[config.mk]
export PLATFORM = sky130hd
export DESIGN_NAME = spi_div_cfg
export DESIGN_NICKNAME = d
export VERILOG_FILES = /design/src/rtl/spi_cfg_pkg.sv /design/src/rtl/spi_sync_edge.sv /design/src/rtl/spi_div_cfg.sv
export SDC_FILE = /design/constraint.sdc
export NUM_CORES = 1
export LEC_CHECK = 0
export CORE_MARGIN = 2
export CORE_UTILIZATION = 45
export DETAILED_ROUTE_END_ITERATION = 16
export GPL_ROUTABILITY_DRIVEN = 0
export GPL_TIMING_DRIVEN = 1
export SKIP_LAST_GASP = 1
export SYNTH_ARGS = -nofsm -noshare
export SYNTH_HDL_FRONTEND = slang
export SYNTH_SLANG_ARGS = --single-unit
export TNS_END_PERCENT = 100
[constraint.sdc]
create_clock -name clk_in -period 2.1 [get_ports clk_in]
set_input_delay 0.315 -clock clk_in [delete_from_list [all_inputs] [get_ports clk_in]]
set_output_delay 0.315 -clock clk_in [all_outputs]
set_load 0.005 [all_outputs]
[src/rtl/spi_cfg_pkg.sv]
// Shared constants, state encoding and step clamping for the SPI divider configuration slave.
package spi_cfg_pkg;

    localparam logic [7:0] CMD_WR_STEP = 8'h01;
    localparam logic [7:0] CMD_RD_STEP = 8'h02;

    localparam int unsigned FRAME_BITS = 24;
    localparam int unsigned CMD_BITS   = 8;

    typedef enum logic [1:0] {
        IDLE,
        CMD,
        DATA,
        DONE
    } state_t;

    function automatic logic [15:0] clamp_step(input logic [15:0] data, input logic [15:0] min_step);
        return (data < min_step) ? min_step : data;
    endfunction

endpackage

[src/rtl/spi_sync_edge.sv]
// Two-flop synchronizer for an asynchronous pin with registered single-cycle rise/fall strobes.
module spi_sync_edge #(
    parameter logic RST_VAL = 1'b0
) (
    input  logic clk,
    input  logic rst,
    input  logic din,
    output logic level,
    output logic rise,
    output logic fall
);

    logic [1:0] sync;
    logic       prev;

    always_ff @(posedge clk) begin
        if (rst) begin
            sync <= {2{RST_VAL}};
            prev <= RST_VAL;
            rise <= 1'b0;
            fall <= 1'b0;
        end else begin
            sync <= {sync[0], din};
            prev <= sync[1];
            rise <= sync[1] & ~prev;
            fall <= ~sync[1] & prev;
        end
    end

    assign level = sync[1];

endmodule

[src/rtl/spi_div_cfg.sv]
// Mode-0 SPI slave holding the divider step register: 24-bit frames of 8-bit command plus 16-bit data.
module spi_div_cfg
    import spi_cfg_pkg::*;
#(
    parameter logic [15:0] DEF_STEP = 16'd3,
    parameter logic [15:0] MIN_STEP = 16'd1
) (
    input  logic        clk_in,
    input  logic        rst,
    input  logic        spi_sck,
    input  logic        spi_cs_n,
    input  logic        spi_mosi,
    output logic        spi_miso,
    output logic [15:0] div_step,
    output logic        cfg_update,
    output logic        frame_err
);

    localparam logic [4:0] CMD_LAST   = 5'(CMD_BITS - 1);
    localparam logic [4:0] FRAME_LAST = 5'(FRAME_BITS - 1);

    logic sck_lvl, sck_rise, sck_fall;
    logic cs_lvl, cs_rise, cs_fall;
    logic [1:0] mosi_sync;
    logic       mosi_bit;

    state_t      state, state_nx;
    logic [4:0]  bit_cnt;
    logic [14:0] sh;
    logic [7:0]  cmd_q;
    logic [15:0] rd_sh;

    logic cs_high, start, abort, shift_en, cmd_done, commit, miso_shift;

    spi_sync_edge #(.RST_VAL(1'b0)) u_sck (
        .clk   (clk_in),
        .rst   (rst),
        .din   (spi_sck),
        .level (sck_lvl),
        .rise  (sck_rise),
        .fall  (sck_fall)
    );

    // CS resets to the deasserted level so reset never fabricates a frame start.
    spi_sync_edge #(.RST_VAL(1'b1)) u_cs (
        .clk   (clk_in),
        .rst   (rst),
        .din   (spi_cs_n),
        .level (cs_lvl),
        .rise  (cs_rise),
        .fall  (cs_fall)
    );

    assign mosi_bit = mosi_sync[1];
    assign cs_high  = cs_lvl | cs_rise;

    always_comb begin
        state_nx   = state;
        start      = 1'b0;
        abort      = 1'b0;
        shift_en   = 1'b0;
        cmd_done   = 1'b0;
        commit     = 1'b0;
        miso_shift = 1'b0;
        case (state)
            IDLE: begin
                // Mode 0 idles SCK low; waiting for it avoids counting a half pulse.
                if (!cs_lvl && !sck_lvl) begin
                    start    = 1'b1;
                    state_nx = CMD;
                end
            end
            CMD: begin
                if (cs_high) begin
                    abort    = 1'b1;
                    state_nx = IDLE;
                end else if (sck_rise) begin
                    shift_en = 1'b1;
                    if (bit_cnt == CMD_LAST) begin
                        cmd_done = 1'b1;
                        state_nx = DATA;
                    end
                end
            end
            DATA: begin
                if (cs_high) begin
                    abort    = 1'b1;
                    state_nx = IDLE;
                end else begin
                    if (sck_rise) begin
                        shift_en = 1'b1;
                        if (bit_cnt == FRAME_LAST) begin
                            commit   = 1'b1;
                            state_nx = DONE;
                        end
                    end
                    if (sck_fall && cmd_q == CMD_RD_STEP) begin
                        miso_shift = 1'b1;
                    end
                end
            end
            DONE: begin
                if (cs_high) begin
                    state_nx = IDLE;
                end
            end
            default: state_nx = IDLE;
        endcase
    end

    always_ff @(posedge clk_in) begin
        if (rst) begin
            state      <= IDLE;
            mosi_sync  <= '0;
            bit_cnt    <= '0;
            sh         <= '0;
            cmd_q      <= '0;
            rd_sh      <= '0;
            div_step   <= DEF_STEP;
            spi_miso   <= 1'b0;
            cfg_update <= 1'b0;
            frame_err  <= 1'b0;
        end else begin
            state      <= state_nx;
            mosi_sync  <= {mosi_sync[0], spi_mosi};
            cfg_update <= 1'b0;
            frame_err  <= 1'b0;

            if (start || cs_fall) begin
                bit_cnt <= '0;
                sh      <= '0;
            end else if (shift_en) begin
                bit_cnt <= bit_cnt + 5'd1;
                sh      <= {sh[13:0], mosi_bit};
            end

            if (cmd_done) begin
                cmd_q <= {sh[6:0], mosi_bit};
                rd_sh <= div_step;
            end

            if (commit) begin
                if (cmd_q == CMD_WR_STEP) begin
                    div_step   <= clamp_step({sh, mosi_bit}, MIN_STEP);
                    cfg_update <= 1'b1;
                end else if (cmd_q != CMD_RD_STEP) begin
                    frame_err <= 1'b1;
                end
            end

            if (abort) begin
                frame_err <= 1'b1;
            end

            if (miso_shift) begin
                spi_miso <= rd_sh[15];
                rd_sh    <= {rd_sh[14:0], 1'b0};
            end else if (state_nx != DATA) begin
                spi_miso <= 1'b0;
            end
        end
    end

endmodule

==> results.cfg <==
[sta]
period_share_pct = 92.6
tightest_slew_ns = 0.504
fin_crit_ns = 1.94
worst_clock_skew_ns = 0.00922
fmax_mhz = 514
rsz0062_at_grt = no
hold_violations = 0
final-setup-viol-count = 0
relSlewSlack_pct = 65.5
slew_viol_final = 0
holdWs_ns = 0.408
fin_setup_tns_ns = 0

[die]
dieArea_mm2 = 0.00759
top_level_ports = 24
die_y_um = 87.1
fp.dieW_um = 87.1
start_util_pct = 46.0
design.core.area_mm2 = 0.00676
rows = 30

[final_layout]
stdcell_count = 465
nets = 391
syn_to_final_growth_pct = 16.7
design_area_mm2 = 0.00363
nFillCells = 644
layout-drive-gt1-share_pct = 9.87
num_antenna_cells = 0

[synth]
post_synth_num_cell_types = 39
syn_inst = 361
yosysSeqAreaShare_pct = 49.6
syn_nets = 372
synthFlopType = dfxtp_1
ys_warn_count = 0
postSynthAreaPerCell_um2 = 8.61
async_flop_share_pct = 0
yosys.area.top_type_share_pct = 49.6
ys_ff_latch = 77
syn_area_mm2 = 0.00311
synth_edf_count = 0
yosys.area.top_type = dfxtp_1
synth_area_leaders = dfxtp_1, nand2_1, a21oi_1

[critical_path]
cp_max_fo = 4
critPathRequiredTime_ns = 2.36
cp.buffers_inverters = 1
critPathTopFamily = compound AO/OA/AOI/OAI gates
end_kind = register
critPathSlowestCell = dfxtp_1
reg2reg_slack_ns = 0.16
cp.arrival_ns = 2.21
startpoint_type = register
worstSetupPathType = reg2reg
cp_slowest_stage_delay_ns = 0.39
cp_cell_sequence = inv_1 > ha_1 > or3_1 > o2111a_1 > o32a_1 > o31ai_1

[power]
leakage_nw = 1.30
finalPower_mw = 2.90
power_per_cell_area_mw_per_mm2 = 800
ir_drop_mv = 0.312

[detailed_routing]
wl_per_cell_um = 14.4
drc = 0
vias = 2567
drt_iter0_drc = 165
drtAntennaViolNets = 0
first_pass_iters = 4
routed_wl_mm = 6.71
viasPerCell = 5.52

[clock_tree]
cts_made_buffers = 9
post_cts_buffers = 0
cts_hold_buf = 0
root_buffer = clkbuf_8
cts_max_path_buffers = 2
clk_latency_ns = 0.34
cts_tree = done
clk_pin_slew_worst_paths_ns = 0.08
h-tree-depth = 3
clock_sinks = 77

[global_route]
antenna_found_initial = 0
track_usage_pct = 19.1
grt_pass1_wl_mm = 11.5
gr-total-overflow = 0
grt_pass1_vias = 2372
grt_max_degree = 32

[placed_design]
io_buffers = 23
dp_cells = 449
place_area_mm2 = 0.00342
place_hpwl_mm = 4.52

[worst_hold_path]
hold_class = reg2reg

[status]
outcome = complete, no violations

[run]
maxCapViolCount = 0
[sequential cells by signal, indices dropped and copies added (netlist names), 5 cells and up]
name and cells:
bit_cnt 5, cmd_q 8, div_step 16, rd_sh 16, sh 15
[kinds of logic (layout without fill, tap and decap cells)]
family / after synthesis / count (layout) / synth area share [%]
simple gates: 162 / 162 / 25.9
compound gates: 80 / 80 / 15.9
flops: 77 / 77 / 49.6
buf+inv: 30 / 54 / 4.51
fa+ha+maj: 6 / 6 / 2.42
xor+xnor: 5 / 5 / 1.41
mux: 1 / 1 / 0.322
[placed cells by master, fill, tap and decap left out, types with 2 or more instances in the layout]
cell type         n
nor3_1            3
o21ai_0          16
xor2_1            4
nor4_4            3
clkdlybuf4s50_1  22
nor2_1           24
buf_4             9
nor3b_1           3
nand2_1          82
nand3_1          17
nor4_1            3
or3_1             2
ha_1              6
buf_12            2
a311oi_1         16
a211o_1           2
clkinvlp_4        3
nand4_1           4
nor2b_1           8
or2_2             3
dfxtp_1          77
and3_1            2
inv_1             4
clkbuf_8         10
a21oi_1          40
clkinv_2          2
[stage by stage]
step,setup WS (ns),util [%]
floorplan,0.271,-
global placement,0.206,50.6
detailed placement,0.168,50.6
CTS,0.150,53.6
global route,0.0723,53.7
finish,0.155,53.7
[final cells by class]
type	count	area (um2)	area share, %
clock buffers	10	138	3.80
clock inverters	6	62.6	1.73
inverters	4	15.0	0.414
multi-input cells	254	1440	39.6
flip-flops and latches	77	1540	42.5
well taps	80	100	2.76
repair buffers	34	333	9.18
[report_power, final]
group          internal [mW]  total [mW]  switching (mW)
registers               1.49        1.52          0.0264
clock network          0.577        1.12           0.545
logic                  0.120       0.263           0.142
[synth_stat cells, drive strengths merged (2+ instances only)]
master,count
xor2,4
or3,2
buf,11
nand4b,2
nand4,4
dfxtp,77
nand3,17
nor2,24
nand2,82
nor3,3
a21oi,40
or4,2
clkbuf,15
nor2b,8
o21ai,16
a311oi,16
inv,4
nor4,6
nor3b,3
or2,3
a211o,2
and3,2
ha,6
[worst paths after layout]
kind	cells after the start	endpoint	startpoint
setup reg to reg	6	spi_miso	state[0]
hold / removal	1	u_sck.rise	u_sck.prev
hold reg to reg	1	u_sck.rise	u_sck.prev
setup / recovery	6	spi_miso	state[0]
[what timing repair did]
item / CTS / global route
endpoints found under the hold margin: 0 / 0
gates resized for setup: 0 / 1
setup endpoints to repair: 0 / 2
[routing by layer]
layer	global-route usage, %	wire length [um]
met1	28.6	3470
met4	6.71	27
met3	3.13	209
met2	27.6	3000
met5	0	0
Note: power is estimated with default switching activity, not from simulation.
